File: src/rtl/uart_cmd_pkg.sv
// Shared definitions for the UART command accumulator and serializer:
// FSM encoding, link terminator bytes and command buffer geometry.
package uart_cmd_pkg;

  localparam int CMD_MAX_BYTES = 128;
  localparam int CMD_BUS_W     = 1024;

  localparam logic [7:0] CMD_TERM_CR = 8'h0D;
  localparam logic [7:0] CMD_TERM_HI = 8'hBE;
  localparam logic [7:0] CMD_TERM_LO = 8'hEF;

  typedef enum logic [2:0] {
    ST_IDLE,
    ST_SEND,
    ST_CSUM,
    ST_TERM1,
    ST_TERM2,
    ST_FINISH
  } ser_state_e;

  // BLE links end with a single CR; host links start a two-byte 0xBEEF trailer.
  function automatic logic [7:0] term_first(input logic ble_side);
    return ble_side ? CMD_TERM_CR : CMD_TERM_HI;
  endfunction

endpackage

File: src/rtl/uart_tx_timeout.sv
// Stall watchdog for a valid/ready TX link: counts enabled cycles since the last
// clear and flags the cycle in which the TIMEOUT-th stalled cycle occurs.
module uart_tx_timeout #(
  parameter int TIMEOUT = 2000
) (
  input  logic clk,
  input  logic reset,
  input  logic clear,
  input  logic enable,
  output logic expired
);

  localparam int CNT_W = $clog2(TIMEOUT + 1);

  logic [CNT_W-1:0] count;

  always_ff @(posedge clk) begin
    if (!reset) begin
      count <= '0;
    end else if (clear) begin
      count <= '0;
    end else if (enable) begin
      count <= count + CNT_W'(1);
    end
  end

  assign expired = enable && !clear && (count == CNT_W'(TIMEOUT - 1));

endmodule

File: src/rtl/uart_command_serializer.sv
// Streams a latched command buffer to a UART TX over valid/ready and appends the
// link terminator. Optional XOR checksum byte: define UART_CMD_SER_CHECKSUM_EN.
module uart_command_serializer
  import uart_cmd_pkg::*;
#(
  parameter int MAX_BYTES = CMD_MAX_BYTES,
  parameter int TIMEOUT   = 2000
) (
  input  logic                 clk,
  input  logic                 reset,
  input  logic [CMD_BUS_W-1:0] cmd_data,
  input  logic [7:0]           cmd_size,
  input  logic                 cmd_valid,
  input  logic                 ble_side,
  input  logic                 abort,
  output logic                 cmd_ready,
  output logic [7:0]           tx_data,
  output logic                 tx_valid,
  input  logic                 tx_ready,
  output logic                 done,
  output logic                 error
);

  ser_state_e           state, state_d;
  logic [6:0]           idx, idx_d, idx_n;
  logic [7:0]           tx_data_d;
  logic                 tx_valid_d, cmd_ready_d, done_d, error_d;
  logic [CMD_BUS_W-1:0] cmd_q;
  logic [7:0]           size_q;
  logic                 side_q;
  logic                 hs, accept, bad_size, last, expired;
`ifdef UART_CMD_SER_CHECKSUM_EN
  logic [7:0]           csum, csum_d;
`endif

  assign hs       = tx_valid && tx_ready;
  assign accept   = (state == ST_IDLE) && cmd_valid && cmd_ready;
  assign bad_size = (cmd_size == 8'd0) || (int'(cmd_size) > MAX_BYTES);
  assign last     = ({1'b0, idx} == (size_q - 8'd1));
  assign idx_n    = idx + 7'd1;

  uart_tx_timeout #(.TIMEOUT(TIMEOUT)) u_timeout (
    .clk     (clk),
    .reset   (reset),
    .clear   (hs || !tx_valid),
    .enable  (tx_valid && !tx_ready),
    .expired (expired)
  );

  // Command latch: only the copies taken at acceptance drive the frame.
  always_ff @(posedge clk) begin
    if (accept) begin
      cmd_q  <= cmd_data;
      size_q <= cmd_size;
      side_q <= ble_side;
    end
  end

  always_ff @(posedge clk) begin
    if (!reset) begin
      state     <= ST_IDLE;
      idx       <= '0;
      tx_data   <= '0;
      tx_valid  <= 1'b0;
      cmd_ready <= 1'b1;
      done      <= 1'b0;
      error     <= 1'b0;
`ifdef UART_CMD_SER_CHECKSUM_EN
      csum      <= '0;
`endif
    end else begin
      state     <= state_d;
      idx       <= idx_d;
      tx_data   <= tx_data_d;
      tx_valid  <= tx_valid_d;
      cmd_ready <= cmd_ready_d;
      done      <= done_d;
      error     <= error_d;
`ifdef UART_CMD_SER_CHECKSUM_EN
      csum      <= csum_d;
`endif
    end
  end

  always_comb begin
    state_d     = state;
    idx_d       = idx;
    tx_data_d   = tx_data;
    tx_valid_d  = tx_valid;
    cmd_ready_d = cmd_ready;
    done_d      = 1'b0;
    error_d     = 1'b0;
`ifdef UART_CMD_SER_CHECKSUM_EN
    csum_d      = csum;
`endif
    case (state)
      ST_IDLE: begin
        cmd_ready_d = 1'b1;
        if (accept) begin
          cmd_ready_d = 1'b0;
          if (bad_size) begin
            error_d = 1'b1;
          end else begin
            state_d    = ST_SEND;
            idx_d      = '0;
            tx_valid_d = 1'b1;
            tx_data_d  = cmd_data[7:0];
`ifdef UART_CMD_SER_CHECKSUM_EN
            csum_d     = '0;
`endif
          end
        end
      end
      ST_SEND: begin
        if (hs) begin
`ifdef UART_CMD_SER_CHECKSUM_EN
          csum_d = csum ^ tx_data;
`endif
          if (last) begin
`ifdef UART_CMD_SER_CHECKSUM_EN
            state_d   = ST_CSUM;
            tx_data_d = csum ^ tx_data;
`else
            state_d   = ST_TERM1;
            tx_data_d = term_first(side_q);
`endif
          end else begin
            idx_d     = idx_n;
            tx_data_d = cmd_q[8*idx_n +: 8];
          end
        end
      end
`ifdef UART_CMD_SER_CHECKSUM_EN
      ST_CSUM: begin
        if (hs) begin
          state_d   = ST_TERM1;
          tx_data_d = term_first(side_q);
        end
      end
`endif
      ST_TERM1: begin
        if (hs) begin
          if (side_q) begin
            state_d    = ST_FINISH;
            tx_valid_d = 1'b0;
            done_d     = 1'b1;
          end else begin
            state_d   = ST_TERM2;
            tx_data_d = CMD_TERM_LO;
          end
        end
      end
      ST_TERM2: begin
        if (hs) begin
          state_d    = ST_FINISH;
          tx_valid_d = 1'b0;
          done_d     = 1'b1;
        end
      end
      ST_FINISH: begin
        state_d     = ST_IDLE;
        cmd_ready_d = 1'b1;
      end
      default: begin
        state_d     = ST_IDLE;
        tx_valid_d  = 1'b0;
        cmd_ready_d = 1'b1;
      end
    endcase

    // Abort and stall timeout both drop the frame without completing it.
    if ((state != ST_IDLE) && (abort || expired)) begin
      state_d     = ST_IDLE;
      tx_valid_d  = 1'b0;
      cmd_ready_d = 1'b1;
      done_d      = 1'b0;
      error_d     = 1'b1;
    end
  end

endmodule

File: config.mk
export PLATFORM = sky130hd
export DESIGN_NAME = uart_command_serializer
export DESIGN_NICKNAME = d
export VERILOG_FILES = /design/src/rtl/uart_cmd_pkg.sv /design/src/rtl/uart_tx_timeout.sv /design/src/rtl/uart_command_serializer.sv
export SDC_FILE = /design/constraint.sdc
export NUM_CORES = 1
export LEC_CHECK = 0
export ABC_AREA = 1
export BUFFER_PORTS_ARGS = -buffer_cell sky130_fd_sc_hd__buf_2
export CAP_MARGIN = 20
export CORE_AREA = 2 2 405 407
export CTS_CLUSTER_SIZE = 30
export DETAILED_ROUTE_END_ITERATION = 12
export DIE_AREA = 0 0 407 409
export HOLD_SLACK_MARGIN = 0.03
export PLACE_DENSITY_LB_ADDON = 0.25
export SLEW_MARGIN = 5
export SYNTH_ARGS = -nofsm -noshare
export SYNTH_HDL_FRONTEND = slang
export SYNTH_SLANG_ARGS = --single-unit
File: constraint.sdc
create_clock -name clk -period 69.1 [get_ports clk]
set_input_delay 3.455 -clock clk [delete_from_list [all_inputs] [get_ports clk]]
set_output_delay 3.455 -clock clk [all_outputs]
set_load 0.01 [all_outputs]
# After elaboration in Yosys (flattened, before gate mapping)
# Cells that the tools add are included.
[word_totals]
out_inout_bits = 12
in_bits = 1038
register_bits = 1066
word_cells = 96
[op_classes]
addsub = 3
shift = 1
n_lt_le_gt_ge = 1
bitwise = 2
n_reduce_logical = 26
eq_ne = 15
mux = 37
[ops]
columns = ["cell", "n"]
rows = [
  ["$shiftx A1024 B11 Y8", 1],
  ["$mux W8", 7],
  ["$mux W7", 4],
  ["$pmux W8 S3", 1],
  ["$mux W3", 6],
  ["$ne A2 B2 Y1 const B", 9],
  ["$reduce_and A6 Y1", 3],
  ["$mux W1", 14],
  ["$pmux W7 S2", 1],
  ["$pmux W3 S4", 1],
  ["$add A11 B1 Y11 const B", 1],
  ["$eq A11 B11 Y1 const B", 1],
  ["$eq A7 B8 Y1", 1],
  ["$gt A8 B8 Y1 const B", 1],
  ["$logic_not A8 Y1", 1],
  ["$sub A8 B1 Y8 const B", 1],
  ["$add A7 B1 Y7 const B", 1],
  ["$logic_and A1 B1 Y1", 7],
  ["$eq A3 B3 Y1 const B", 2],
  ["$reduce_bool A3 Y1", 2],
  ["$reduce_or A2 Y1", 3],
  ["$reduce_and A5 Y1", 1],
  ["$pmux W1 S2", 2],
  ["$pmux W1 S4", 1],
  ["other kinds (8)", 13],
]

# Longest topological paths before layout
[logic_depth]
word_depth = 8
ltp_mapped = 17
depth_no_buf = 15

# By module
# Synthesis repeated with hierarchy kept, for this count alone.
[unflattened]
hier_cells = 3624
area_unflattened_um2 = 43366.6
[by_module_without_submodules]
columns = ["module", "seq_area_each_um2", "area_each_um2", "n_inst", "cells_each"]
rows = [
  ["uart_command_serializer", 31460.2, 42779.8, 1, 3536],
  ["uart_tx_timeout", 220.2, 586.8, 1, 88],
]

# Worst setup path before layout
# No wires, ideal clock.
[synth_timing]
kind = "input port to flip-flop"
startpoint = "input port cmd_valid"
endpoint = "register cmd_ready"
slack_ns = 19.040
stages = 3
arrival_time_ns = 48.256
n_path_buf = 0
setup_time_ns = 1.804
required_time_ns = 67.296
cell_sequence = "nand2_1 -> nor2_1 -> o211ai_1"
[synth_via]
elab_chain_cells = 4
[synth_lines]
columns = ["element", "line_no", "source"]
rows = [
  ["from (decl)", "uart_command_serializer.sv:13", "input logic cmd_valid,"],
  ["$logic_and A1 B1 Y1 (2 in series)", "uart_command_serializer.sv:37", "assign accept = (state == ST_IDLE) && cmd_valid && cmd_ready;"],
  ["via accept", "uart_command_serializer.sv:31", "logic hs, accept, bad_size, last, expired;"],
  ["$mux W1", "uart_command_serializer.sv:99", "if (accept) begin"],
  ["$pmux W1 S2", "uart_command_serializer.sv:96", "case (state)"],
  ["to (signal assigned)", "uart_command_serializer.sv:76", "cmd_ready <= cmd_ready_d;"],
  ["to (decl)", "uart_command_serializer.sv:16", "output logic cmd_ready,"],
]
# The timed path passes the listed nets, and every way through them passes these cells.
# A chain may end at the register's enable or synchronous reset.

# Final worst setup path
[layout_timing]
startpoint = "input port cmd_valid"
endpoint = "register cmd_q[311] (enable)"
[layout_via]
elab_chain_cells = 2
[layout_lines]
columns = ["element", "line_no", "source"]
rows = [
  ["$logic_and A1 B1 Y1 (2 in series)", "uart_command_serializer.sv:37", ""],
  ["via accept", "uart_command_serializer.sv:31", ""],
  ["to (signal assigned)", "uart_command_serializer.sv:53", "cmd_q <= cmd_data;"],
  ["to (decl)", "uart_command_serializer.sv:28", "logic [CMD_BUS_W-1:0] cmd_q;"],
]
# The timed path passes the listed nets, and every way through them passes these cells.

==> metrics.txt <==
hold path startpoint=u_timeout.count[0]$_SDFFE_PP0P_; CP max FO=just under 80; Final Max Tran Viols=34; cell taking the most area after synthesis=edfxtp_1; IO Count=about 1100; R2R cell count=7; Syn-to-layout area delta=25.9%; CTS Sinks=~1100; crit share post-route=between 10% and 20%; commonest non-fill, non-tap cell in the layout=buf_2; syn_nets=approximately 4600; CTS H-tree lvls=3; flops & latches, synth=roughly 1100; CP max stage cell=buf_4; Hold-fix buffers, CTS=0; Finished Layout Cells=between 6000 and 7000; Mean Syn Cell Area=~12 sq um; met3 WL post-DR=between 10 and 15 mm; Initial Utilization=26.5%; DR vias/cell=roughly 4.7; number of synthesized flops with an enable pin=about 1000; Detailed Route Iter0 Violations=approximately 3200; vias in the first global route=31100; Setup Buffers After CTS=0; Max Clk Rate=137 MHz; FP Rows=about 150; r2r startpoint=state[0]$_SDFFE_PP0P_; Clock Root Buffer=clkbuf_16; grt ovf=0; M1 WL=roughly 69 mm; post-CTS sizing=0; Detailed Place HPWL=about 120 mm; chip height=between 400 and 500 um; post-route ant nets=0; fin crit period=roughly 7.3 ns; gpl congestion=0.846; # fillers=roughly 16000; reg2reg setup slack=63.99 ns; Lkg Pwr=about 0.021 uW; setup violators final=0; die footprint=between 150000 and 200000 sq um; unique cell type count in the Yosys netlist=33; first-pass GRT wire length=around 230 mm; initial antenna violation count=around 140; post-route worst setup slack=just over 60 ns; gr usage total=approximately a fifth; wire per inst=25.0 um; Synth warnings=0; outcome=finished with violations; Worst path depth=7; Total Negative Setup Slacks=0 ns; worst path cell trace=buf_2, nand2_1, nor2_4, buf_4, buf_4, buf_4, buf_4; max cap viols=0; via count=~32000; clock latency at the later pin of the worst-skew pair=a little under 0.8 ns; Chip Width=just over 400 um; top sig layer=met5; WL final=171 mm; WHS Endpoint=u_timeout.count[0]$_SDFFE_PP0P_; CP delay by family, top=buffers and inverters; ys async rst share=0%; R2R Path End=cmd_q[311]$_DFFE_PP_; PortBufs=roughly 1000; most frequent CP cell=buf_4; worst setup path class=in2reg; Hold Vio Cnt, Final=0; post-synth top area share=72.3%; PwrDens=approximately 47 nW/um^2; DR WL met2=83.7 mm; drt drc=0; Worst VDD drop=0.0520 mV; Hold Crit Class=reg2reg; clock tree buffer depth=3; worst slew pin tran=1.52 ns; hold path depth=1; Nets=5559; Core Box Area=162000 sq um; Placed Instances=about 6600; layout cells sized above 1=a little over a quarter; Worst setup SP type=primary input; RSZ-0062 raised after global routing=false; failing checks=slew limit; largest net degree at the start of global routing=around 180; most frequent cells in the layout=buf_2, edfxtp_1, nand2_1; synthesized cell area=42900 sq um; CP max stage delay=approximately 0.9 ns; first-pass iteration count of the detailed router=6; WP data arrival=between 7 and 8 ns; Mapped Cells=3531; Worst Setup End Kind=flip-flop; Buf/Inv on CP=5; Inserted Clock Buffers=approximately 120; slew margin rel.=-1.42%; pre-CTS WS=approximately 60 ns; Worst Path Required=around 69 ns; CTS tree=done; Final Skew=0.0424 ns; CTS clock-pin slew for the worst setup and hold paths=approximately 0.060 ns; CP startpoint=cmd_valid; main flop type after synthesis=edfxtp_1; Area contributors post-synth=edfxtp_1, nand3_1, nand2_1, nor2_1, o21ai_0; sequential-to-total area share from yosys stat=73.8%
-- final cells by class --
cell class                 count  area (sq um)  area share, %
antenna                       67           168          0.310
clock buffer                 154          3140           5.81
clock inverter                60           470          0.871
inverter                      66           270          0.500
multi-input combinational   2176          9940           18.4
sequential                  1066         31700           58.6
tap                         2175          2720           5.04
timing repair buffer        1090          5630           10.4
-- registers in the layout (all words and copies together), names as in the netlist, 3 cells and up --
name             flops
u_timeout.count     11
idx                  7
cmd_q             1024
size_q               8
state                3
tx_data              8
-- power breakdown --
group          switching, uW  total, uW  internal (uW)
Combinational            697        922            225
Sequential              61.6       1040            973
Clock                    263        604            340
-- Yosys cell counts (4+ instances only) --
| cell type | n |
|---|---|
| a21oi_1 | 38 |
| buf_1 | 15 |
| buf_2 | 112 |
| buf_4 | 26 |
| buf_6 | 4 |
| clkbuf_1 | 66 |
| dfxtp_1 | 33 |
| edfxtp_1 | 1033 |
| inv_1 | 62 |
| inv_2 | 4 |
| nand2_1 | 841 |
| nand3_1 | 830 |
| nor2_1 | 209 |
| nor3_1 | 13 |
| o211ai_1 | 65 |
| o21ai_0 | 144 |
| xor2_1 | 9 |
-- metal layers --
layer | vias to the layer above | global-route usage, %
met2 | 1380 | 32.8
met1 | 15500 | 24.7
li1 | 14700 | -
met3 | 359 | 5.02
met5 | - | 0
met4 | 74 | 7.24
-- worst max-delay path by stage --
stage	end
detailed placement	cmd_q[279]$_DFFE_PP_
global placement	cmd_q[279]$_DFFE_PP_
floorplan	cmd_ready$_SDFFE_PP1N_
global route	cmd_q[550]$_DFFE_PP_
finish	cmd_q[311]$_DFFE_PP_
CTS	cmd_q[613]$_DFFE_PP_
-- cell families (layout without fill, tap and decap cells) --
family          after synthesis  after routing  synth area share (%)
xor+xnor                     13             13                 0.283
other cells                   0             67                     0
buf+inv                     289           1370                  3.15
flops                      1066           1066                  73.8
compound gates              253            253                  3.36
simple gates               1907           1907                  19.3
fa+ha+maj                     3              3                0.0875
-- stage by stage --
| step | hold WS, ns | utilization (%) | total power, uW | instance area, sq um |
|---|---|---|---|---|
| final | 0.445 | 33.3 | 2560 | 54000 |
| after global routing | 0.456 | 33.3 | 2710 | 54000 |
| after CTS | 0.448 | 33.2 | 2590 | 53900 |
| after detailed placement | 0.434 | 31.0 | 1980 | 50300 |
| after global placement | 0.431 | 31.0 | 1970 | 50300 |
| after floorplan | 0.418 | - | 2080 | 42900 |
Note: power is estimated with default switching activity, not from simulation.
